### src/rtl/shift_load_ctrl.sv
// shift_load_ctrl: serialises a requested word MSB-first into an attached
// shift register, then reads it back and reports whether it arrived intact.
module shift_load_ctrl #(
  parameter int WIDTH = 8
) (
  input  logic             clk,
  input  logic             rst,
  input  logic             req_valid,
  output logic             req_ready,
  input  logic [WIDTH-1:0] req_data,
  input  logic             pause,
  output logic             sr_we,
  output logic             sr_in,
  input  logic [WIDTH-1:0] sr_out,
  output logic             rsp_valid,
  input  logic             rsp_ready,
  output logic [WIDTH-1:0] rsp_data,
  output logic             rsp_match,
  output logic             busy,
  output logic [7:0]       err_cnt
);
  localparam int CW = $clog2(WIDTH);
  typedef enum logic [1:0] {IDLE, SHIFT, SETTLE, RESP} state_t;
  state_t         r_state;
  logic [CW-1:0]  r_cnt;
  logic [WIDTH-1:0] r_hold;
  logic           w_shift;
  logic [CW-1:0]  w_idx;
  // Status outputs are masked by rst so nothing is visible during a sync reset.
  assign w_shift   = ~rst & (r_state == SHIFT);
  assign w_idx     = CW'(WIDTH - 1) - r_cnt;
  assign sr_we     = w_shift & ~pause;
  assign sr_in     = w_shift & r_hold[w_idx];
  assign req_ready = ~rst & (r_state == IDLE);
  assign rsp_valid = ~rst & (r_state == RESP);
  assign busy      = ~rst & (r_state != IDLE);
  always_ff @(posedge clk) begin
    if (rst) begin
      r_state   <= IDLE;
      r_cnt     <= '0;
      r_hold    <= '0;
      rsp_data  <= '0;
      rsp_match <= 1'b0;
      err_cnt   <= '0;
    end else begin
      case (r_state)
        IDLE: if (req_valid) begin
          r_hold  <= req_data;
          r_cnt   <= '0;
          r_state <= SHIFT;
        end
        SHIFT: if (!pause) begin
          r_cnt <= r_cnt + CW'(1);
          if (r_cnt == CW'(WIDTH - 1)) r_state <= SETTLE;
        end
        SETTLE: begin
          rsp_data  <= sr_out;
          rsp_match <= sr_out == r_hold;
          if (sr_out != r_hold && err_cnt != 8'hFF) err_cnt <= err_cnt + 8'd1;
          r_state   <= RESP;
        end
        RESP: if (rsp_ready) r_state <= IDLE;
        default: r_state <= IDLE;
      endcase
    end
  end
endmodule

### config.mk
export PLATFORM = sky130hd
export DESIGN_NAME = shift_load_ctrl
export DESIGN_NICKNAME = d
export VERILOG_FILES = /design/src/rtl/shift_load_ctrl.sv
export SDC_FILE = /design/constraint.sdc
export NUM_CORES = 1
export LEC_CHECK = 0
export CAP_MARGIN = 0
export CORE_UTILIZATION = 50
export DETAILED_ROUTE_END_ITERATION = 7
export PLACE_DENSITY = 0.9
export SETUP_SLACK_MARGIN = 0.4
export SLEW_MARGIN = 20
export SYNTH_ARGS = -nofsm -noshare
export SYNTH_HDL_FRONTEND = slang
export SYNTH_SLANG_ARGS = --single-unit
export TNS_END_PERCENT = 5
### constraint.sdc
create_clock -name clk -period 2.7 [get_ports clk]
set_clock_uncertainty 0.05 [all_clocks]
set_input_delay 0.27 -clock clk [delete_from_list [all_inputs] [get_ports clk]]
set_output_delay 0.27 -clock clk [all_outputs]
set_load 0.01 [all_outputs]
Word-level counts from Yosys, hierarchy flattened
Index checks and enable logic that the tools add are counted.
{ "word_totals": {"inputBits": 21, "wordCells": 47, "ff_bits": 30} }
{ "op_classes": {"n_addsub": 3, "muxes": 10, "n_reduce_logical": 8, "bitwise": 8, "n_eq_ne": 11, "magnitude_cmp": 1} }
{ "ops": {"columns": ["cell", "n"], "rows": [
  ["adder 8 x 1 -> 8 bit, second input constant", 1],
  ["equality test 8 bit", 1],
  ["2-to-1 mux 2 bit", 4],
  ["!= test 8 bit", 1],
  ["!= test 8 bit, second input constant", 1],
  ["one-hot mux 2 bit (4 select lines)", 1],
  ["AND 1 bit", 6],
  ["2-to-1 mux 3 bit", 2],
  ["!= test 2 bit, second input constant", 3],
  ["one-hot mux 3 bit (2 select lines)", 1],
  ["equality test 2 bit, second input constant", 2],
  ["less-than comparator 3 x 4 -> 1 bit, second input constant", 1],
  ["AND reduction 2 bit", 2],
  ["AND reduction 4 bit", 1],
  ["nonzero test 2 bit", 2],
  ["adder 3 x 1 -> 3 bit, second input constant", 1],
  ["binary-select mux 1 bit (select 3 bit)", 1],
  ["equality test 3 bit, second input constant", 1],
  ["AND reduction 3 bit", 1],
  ["subtractor 3 bit, first input constant", 1],
  ["equality test 2 x 1 -> 1 bit, second input constant", 1],
  ["zero test 2 bit", 1],
  ["!= test 2 x 1 -> 1 bit, second input constant", 1],
  ["NOT 1 bit", 2],
  ["2 further kinds", 2]
]} }

Longest topological paths before layout
{ "logic_depth": {"ltp_word": 4, "mapped_depth": 7} }

Worst setup path before layout
Ideal clock, no wire load.
{ "synth_timing": {"path_kind": "register -> register", "startpoint": "register r_hold[7]", "endpoint": "register err_cnt[5]", "path_slack_ns": 1.078, "period_less_slack_ns": 1.622, "required_ns": 2.527, "path_buffers": 0, "stages_incl_launch_ff": 6, "arrival_ns": 1.449, "path_cell_list": "dfxtp_1 -> xor2_1 -> nor4_2 -> and2_4 -> nor4_1 -> mux2_1"} }
{ "synth_between": {"elab_chain_len": 3} }
{ "synth_rtl": {"columns": ["element", "line", "rtl"], "rows": [
  ["from (decl)", "26", "logic [WIDTH-1:0] r_hold;"],
  ["from (signal assigned)", "48", "r_hold <= req_data;"],
  ["!= test 8 bit", "59", "if (sr_out != r_hold && err_cnt != 8'hFF) err_cnt <= err_cnt + 8'd1;"],
  ["logical AND 1 bit", "59", null],
  ["AND reduction 2 bit (no line)", null, null],
  ["to (signal assigned)", "59", null],
  ["to (decl)", "20", "output logic [7:0] err_cnt"]
]} }
Every way passes these cells.
A chain may end at the register's enable or synchronous reset.

Worst setup path after layout
{ "layout_timing": {"startpoint": "register r_state[0]", "endpoint": "output req_ready"} }
{ "layout_between": {"elab_chain_len": 2} }
{ "layout_rtl": {"columns": ["element", "line", "rtl"], "rows": [
  ["from (decl)", "24", "state_t r_state;"],
  ["from (signal assigned)", "39", "r_state <= IDLE;"],
  ["from (signal assigned)", "50", "r_state <= SHIFT;"],
  ["from (signal assigned)", "54", "if (r_cnt == CW'(WIDTH - 1)) r_state <= SETTLE;"],
  ["zero test 2 bit", "34", "assign req_ready = ~rst & (r_state == IDLE);"],
  ["AND 1 bit", "34", null],
  ["to (decl)", "9", "output logic req_ready,"]
]} }
Every way passes these cells.

==> run_summary.xml <==
<?xml version="1.0" encoding="UTF-8"?>
<metrics>
  <group name="setup_path">
    <metric name="destination_of_the_worst_register_to_register_timing_path" unit="">err_cnt[7]</metric>
    <metric name="worst_ep_required_time" unit="ps">2380</metric>
    <metric name="worst_setup_ep_type" unit="">primary output</metric>
    <metric name="worstPathMaxFanout" unit="">13</metric>
    <metric name="timing.critical_path.from_type" unit="">flop</metric>
    <metric name="criticalPathCategory" unit="">flop to primary output</metric>
    <metric name="endpoint" unit="">req_ready</metric>
    <metric name="worst_r2r_path_depth" unit="">5</metric>
    <metric name="r2r-start" unit="">r_hold[1]</metric>
    <metric name="regToRegSetupSlack" unit="ps">820</metric>
    <metric name="timing.critical_path.arrival" unit="ps">1840</metric>
    <metric name="cp-startpoint" unit="">r_state[0]</metric>
  </group>
  <group name="hold_path">
    <metric name="min_path_type" unit="">flop to flop</metric>
    <metric name="worst_hold_stages" unit="">2</metric>
    <metric name="worst_hold_startpoint" unit="">r_hold[6]</metric>
  </group>
  <group name="grt">
    <metric name="track_usage" unit="">0.233</metric>
    <metric name="first_global_vias" unit="">1290</metric>
    <metric name="globalRouteOverflowTotal" unit="">0</metric>
    <metric name="grt_start_max_net_pins" unit="">33</metric>
    <metric name="grt_antenna_before_repair" unit="">0</metric>
    <metric name="global_route_wire_length_before_repair" unit="um">5730</metric>
  </group>
  <group name="drt">
    <metric name="via_per_inst" unit="">5.74</metric>
    <metric name="wl_final" unit="um">3440</metric>
    <metric name="drt_iter0_markers" unit="">38</metric>
    <metric name="routed_wire_length_per_instance" unit="um">14.4</metric>
    <metric name="drc_errors" unit="">0</metric>
    <metric name="drtPass1Iterations" unit="">5</metric>
    <metric name="vias" unit="">1377</metric>
    <metric name="ant_nets" unit="">0</metric>
  </group>
  <group name="pwr">
    <metric name="powerDensity" unit="nW/um^2">795</metric>
    <metric name="combinational_fraction_of_design_power" unit="">0.354</metric>
    <metric name="total_leakage_power" unit="nW">0.783</metric>
    <metric name="finalPower" unit="mW">1.63</metric>
    <metric name="power.share.sequential" unit="">0.358</metric>
    <metric name="power_switching" unit="uW">511</metric>
    <metric name="switching_share" unit="">0.313</metric>
    <metric name="peakVddDrop" unit="uV">659</metric>
    <metric name="proportion_of_power_drawn_by_the_clock_network" unit="">0.288</metric>
    <metric name="p_int" unit="mW">1.12</metric>
  </group>
  <group name="cells_and_area">
    <metric name="num_antenna_cells" unit="">0</metric>
    <metric name="instances_no_fill" unit="">240</metric>
    <metric name="post-route-cell-area" unit="sq um">2050</metric>
    <metric name="final_net_count" unit="">237</metric>
    <metric name="fin_util" unit="">0.739</metric>
    <metric name="num-fill-cells" unit="">211</metric>
    <metric name="seq_area" unit="sq um">604</metric>
    <metric name="synthToLayoutAreaGrowth" unit="%">37.9</metric>
    <metric name="drive_above_1_share" unit="">0.0766</metric>
    <metric name="multi_input_comb_area" unit="sq um">847</metric>
  </group>
  <group name="timing">
    <metric name="timing.setup.tns" unit="ps">0</metric>
    <metric name="final-hold-violation-count" unit="">0</metric>
    <metric name="number_of_max_slew_violations_in_the_final_report" unit="">0</metric>
    <metric name="unrepaired_setup_endpoints_after_global_routing" unit="">false</metric>
    <metric name="holdWs" unit="ps">442</metric>
    <metric name="worst_margin_slew" unit="ps">538</metric>
    <metric name="achievable-frequency" unit="MHz">463</metric>
    <metric name="fin_crit_sh" unit="">0.801</metric>
    <metric name="timing.final.ws_setup" unit="ps">538</metric>
    <metric name="maxSlewHeadroom" unit="">0.639</metric>
    <metric name="final.min_clock_period" unit="ps">2160</metric>
    <metric name="final_setup_violation_count" unit="">0</metric>
  </group>
  <group name="synth">
    <metric name="synth_warnings" unit="">0</metric>
    <metric name="share_of_synthesized_area_occupied_by_flip_flops_and_latches" unit="">0.403</metric>
    <metric name="synth_largest_area_cell" unit="">sky130_fd_sc_hd__dfxtp_1</metric>
    <metric name="synth-async-reset-ratio" unit="">0</metric>
    <metric name="yosysTopAreaCellShare" unit="">0.403</metric>
    <metric name="synth-seq-cells" unit="">30</metric>
    <metric name="ys_dominant_reg_cell" unit="">sky130_fd_sc_hd__dfxtp_1</metric>
    <metric name="post_synth_num_cell_types" unit="">32</metric>
    <metric name="post_synthesis_cell_count" unit="">164</metric>
    <metric name="syn_area_per_cell" unit="sq um">9.09</metric>
    <metric name="synth_enable_flop_cells" unit="">0</metric>
    <metric name="synthesis.area" unit="sq um">1490</metric>
    <metric name="synth.top_cells.by_area" unit="">sky130_fd_sc_hd__dfxtp_1, sky130_fd_sc_hd__mux2i_1, sky130_fd_sc_hd__ha_1</metric>
    <metric name="postSynthNetCount" unit="">193</metric>
  </group>
  <group name="floorplan">
    <metric name="floorplan.initialDensity" unit="">0.536</metric>
    <metric name="core_area" unit="sq um">2780</metric>
    <metric name="num_io_pins" unit="">43</metric>
    <metric name="rows" unit="">19</metric>
    <metric name="die-height" unit="um">56.6</metric>
    <metric name="floorplan.die_area" unit="sq um">3200</metric>
    <metric name="die_w" unit="um">56.6</metric>
  </group>
  <group name="clock_tree">
    <metric name="clockBufferDepth" unit="">2</metric>
    <metric name="clkLatencyLatePin" unit="ps">320</metric>
    <metric name="cts-buffers-inserted" unit="">5</metric>
    <metric name="cts_hold_buf" unit="">0</metric>
    <metric name="cts_tree" unit="">built</metric>
    <metric name="root_buffer_selected_by_cts" unit="">sky130_fd_sc_hd__clkbuf_4</metric>
    <metric name="clk_pin_slew_worst_paths" unit="ps">100</metric>
    <metric name="clock_sink_count" unit="">30</metric>
    <metric name="cts.htree.levels" unit="">2</metric>
  </group>
  <group name="placed_design">
    <metric name="place_congestion" unit="">0.884</metric>
    <metric name="place_hpwl" unit="um">2560</metric>
    <metric name="post-place-cells" unit="">232</metric>
    <metric name="cell_area_reported_after_detailed_placement" unit="sq um">1940</metric>
    <metric name="port_buffers" unit="">42</metric>
    <metric name="post-place-ws" unit="ps">496</metric>
  </group>
  <group name="flow_run">
    <metric name="cap_viol_max_count" unit="">0</metric>
  </group>
  <group name="status">
    <metric name="outcome" unit="">complete, no violations</metric>
  </group>
</metrics>
-- placed cells by master (no fill, tap or decap) --
cell type | Yosys | routed
sky130_fd_sc_hd__a22oi_1 | 3 | 3
sky130_fd_sc_hd__clkbuf_8 | 0 | 1
sky130_fd_sc_hd__o221ai_1 | 1 | 1
sky130_fd_sc_hd__nor4_2 | 2 | 2
sky130_fd_sc_hd__mux4_1 | 1 | 1
sky130_fd_sc_hd__nor3_1 | 1 | 1
sky130_fd_sc_hd__and2_4 | 1 | 1
sky130_fd_sc_hd__xor2_1 | 8 | 8
sky130_fd_sc_hd__clkdlybuf4s50_1 | 0 | 41
sky130_fd_sc_hd__inv_1 | 5 | 5
sky130_fd_sc_hd__o21ai_0 | 3 | 3
sky130_fd_sc_hd__clkbuf_4 | 0 | 5
sky130_fd_sc_hd__o21a_1 | 1 | 1
sky130_fd_sc_hd__nor2_1 | 24 | 24
sky130_fd_sc_hd__and4_1 | 1 | 1
sky130_fd_sc_hd__ha_1 | 8 | 7
sky130_fd_sc_hd__bufinv_16 | 0 | 2
sky130_fd_sc_hd__mux2_1 | 2 | 2
sky130_fd_sc_hd__a21oi_1 | 11 | 11
sky130_fd_sc_hd__dlygate4sd2_1 | 0 | 1
sky130_fd_sc_hd__xnor2_1 | 3 | 3
sky130_fd_sc_hd__nand2_1 | 12 | 12
sky130_fd_sc_hd__nor4_1 | 2 | 2
sky130_fd_sc_hd__buf_4 | 0 | 2
sky130_fd_sc_hd__nand4_1 | 2 | 2
sky130_fd_sc_hd__dfxtp_4 | 0 | 1
sky130_fd_sc_hd__mux4_2 | 1 | 1
sky130_fd_sc_hd__or4_1 | 1 | 1
sky130_fd_sc_hd__mux2i_1 | 13 | 13
sky130_fd_sc_hd__a31oi_1 | 1 | 1
sky130_fd_sc_hd__nand2b_1 | 1 | 1
sky130_fd_sc_hd__a211oi_1 | 3 | 3
sky130_fd_sc_hd__nor2b_1 | 3 | 3
sky130_fd_sc_hd__ha_2 | 0 | 1
sky130_fd_sc_hd__and2_1 | 1 | 1
sky130_fd_sc_hd__nand3_1 | 11 | 11
sky130_fd_sc_hd__o31ai_1 | 1 | 1
sky130_fd_sc_hd__dfxtp_1 | 30 | 29
-- state kept, by name, indices dropped and copies added (netlist names) --
signal	cells
r_cnt	3
rsp_match	1
r_state	2
r_hold	8
rsp_data	8
err_cnt	8
-- synthesized netlist by cell type (2+ instances only) --
cell and instances:
sky130_fd_sc_hd__a211oi_1 3, sky130_fd_sc_hd__a21oi_1 11, sky130_fd_sc_hd__a22oi_1 3, sky130_fd_sc_hd__buf_1 2, sky130_fd_sc_hd__clkbuf_1 5, sky130_fd_sc_hd__dfxtp_1 30, sky130_fd_sc_hd__ha_1 8, sky130_fd_sc_hd__inv_1 5
sky130_fd_sc_hd__mux2_1 2, sky130_fd_sc_hd__mux2i_1 13, sky130_fd_sc_hd__nand2_1 12, sky130_fd_sc_hd__nand3_1 11, sky130_fd_sc_hd__nand4_1 2, sky130_fd_sc_hd__nor2_1 24, sky130_fd_sc_hd__nor2b_1 3, sky130_fd_sc_hd__nor4_1 2
sky130_fd_sc_hd__nor4_2 2, sky130_fd_sc_hd__o21ai_0 3, sky130_fd_sc_hd__xnor2_1 3, sky130_fd_sc_hd__xor2_1 8
-- worst max-delay path: stages (launching register included) --
cell,delay (ps)
sky130_fd_sc_hd__dfxtp_1,340
sky130_fd_sc_hd__inv_1,130
sky130_fd_sc_hd__ha_2,330
sky130_fd_sc_hd__nor2b_1,170
sky130_fd_sc_hd__clkdlybuf4s50_1,550
-- power by group through the flow --
stage,sequential [mW],clock [mW],combinational [mW]
2_1_floorplan,0.593,0,0.361
3_5_place_dp,0.592,0,0.569
5_1_grt,0.598,0.499,0.634
6_report,0.585,0.470,0.578
3_3_place_gp,0.587,0,0.545
4_1_cts,0.585,0.478,0.574
-- routing by layer --
layer  part of all wire  vias up  wire length (um)  GRT usage
met5                  0        -                 0          0
met4              0.030        0               105      0.115
met3              0.062       14               212     0.0576
met2               0.51       56              1750      0.412
met1               0.40      645              1370      0.256
li1                   -      662                 -          -
-- cells by family (layout without fill, tap and decap cells) --
| kind of cell | after synthesis | in the layout | synth area share |
|---|---|---|---|
| multiplexers | 17 | 17 | 0.135 |
| adder cells (fa/ha/maj) | 8 | 8 | 0.0672 |
| XOR/XNOR | 11 | 11 | 0.0647 |
| buffers and inverters | 12 | 57 | 0.0302 |
| AND/OR/NAND/NOR | 62 | 62 | 0.202 |
| AO/OA/AOI/OAI | 24 | 24 | 0.0974 |
| flip-flops | 30 | 30 | 0.403 |
-- layout make-up --
class                           count  area share
Clock inverter                      2      0.0292
Clock buffer                        6      0.0250
Sequential cell                    30       0.294
Inverter                            5     0.00914
Tap cell                           31      0.0189
Timing Repair Buffer               44       0.211
Multi-Input combinational cell    122       0.412
-- what timing repair did --
action                     in CTS  in global routing
setup endpoints to repair       1                  2
setup buffers                   0                  0
hold endpoints to repair        0                  0
resized for setup               3                  1
-- how the worst min path moves through the flow --
stage          slack, ps     endpoint
2_1_floorplan        370    r_hold[0]
3_3_place_gp         430  rsp_data[0]
3_5_place_dp         430    r_hold[6]
4_1_cts              440    r_hold[6]
5_1_grt              440    r_hold[6]
6_report             440    r_hold[6]
Note: power is estimated with default switching activity, not from simulation.
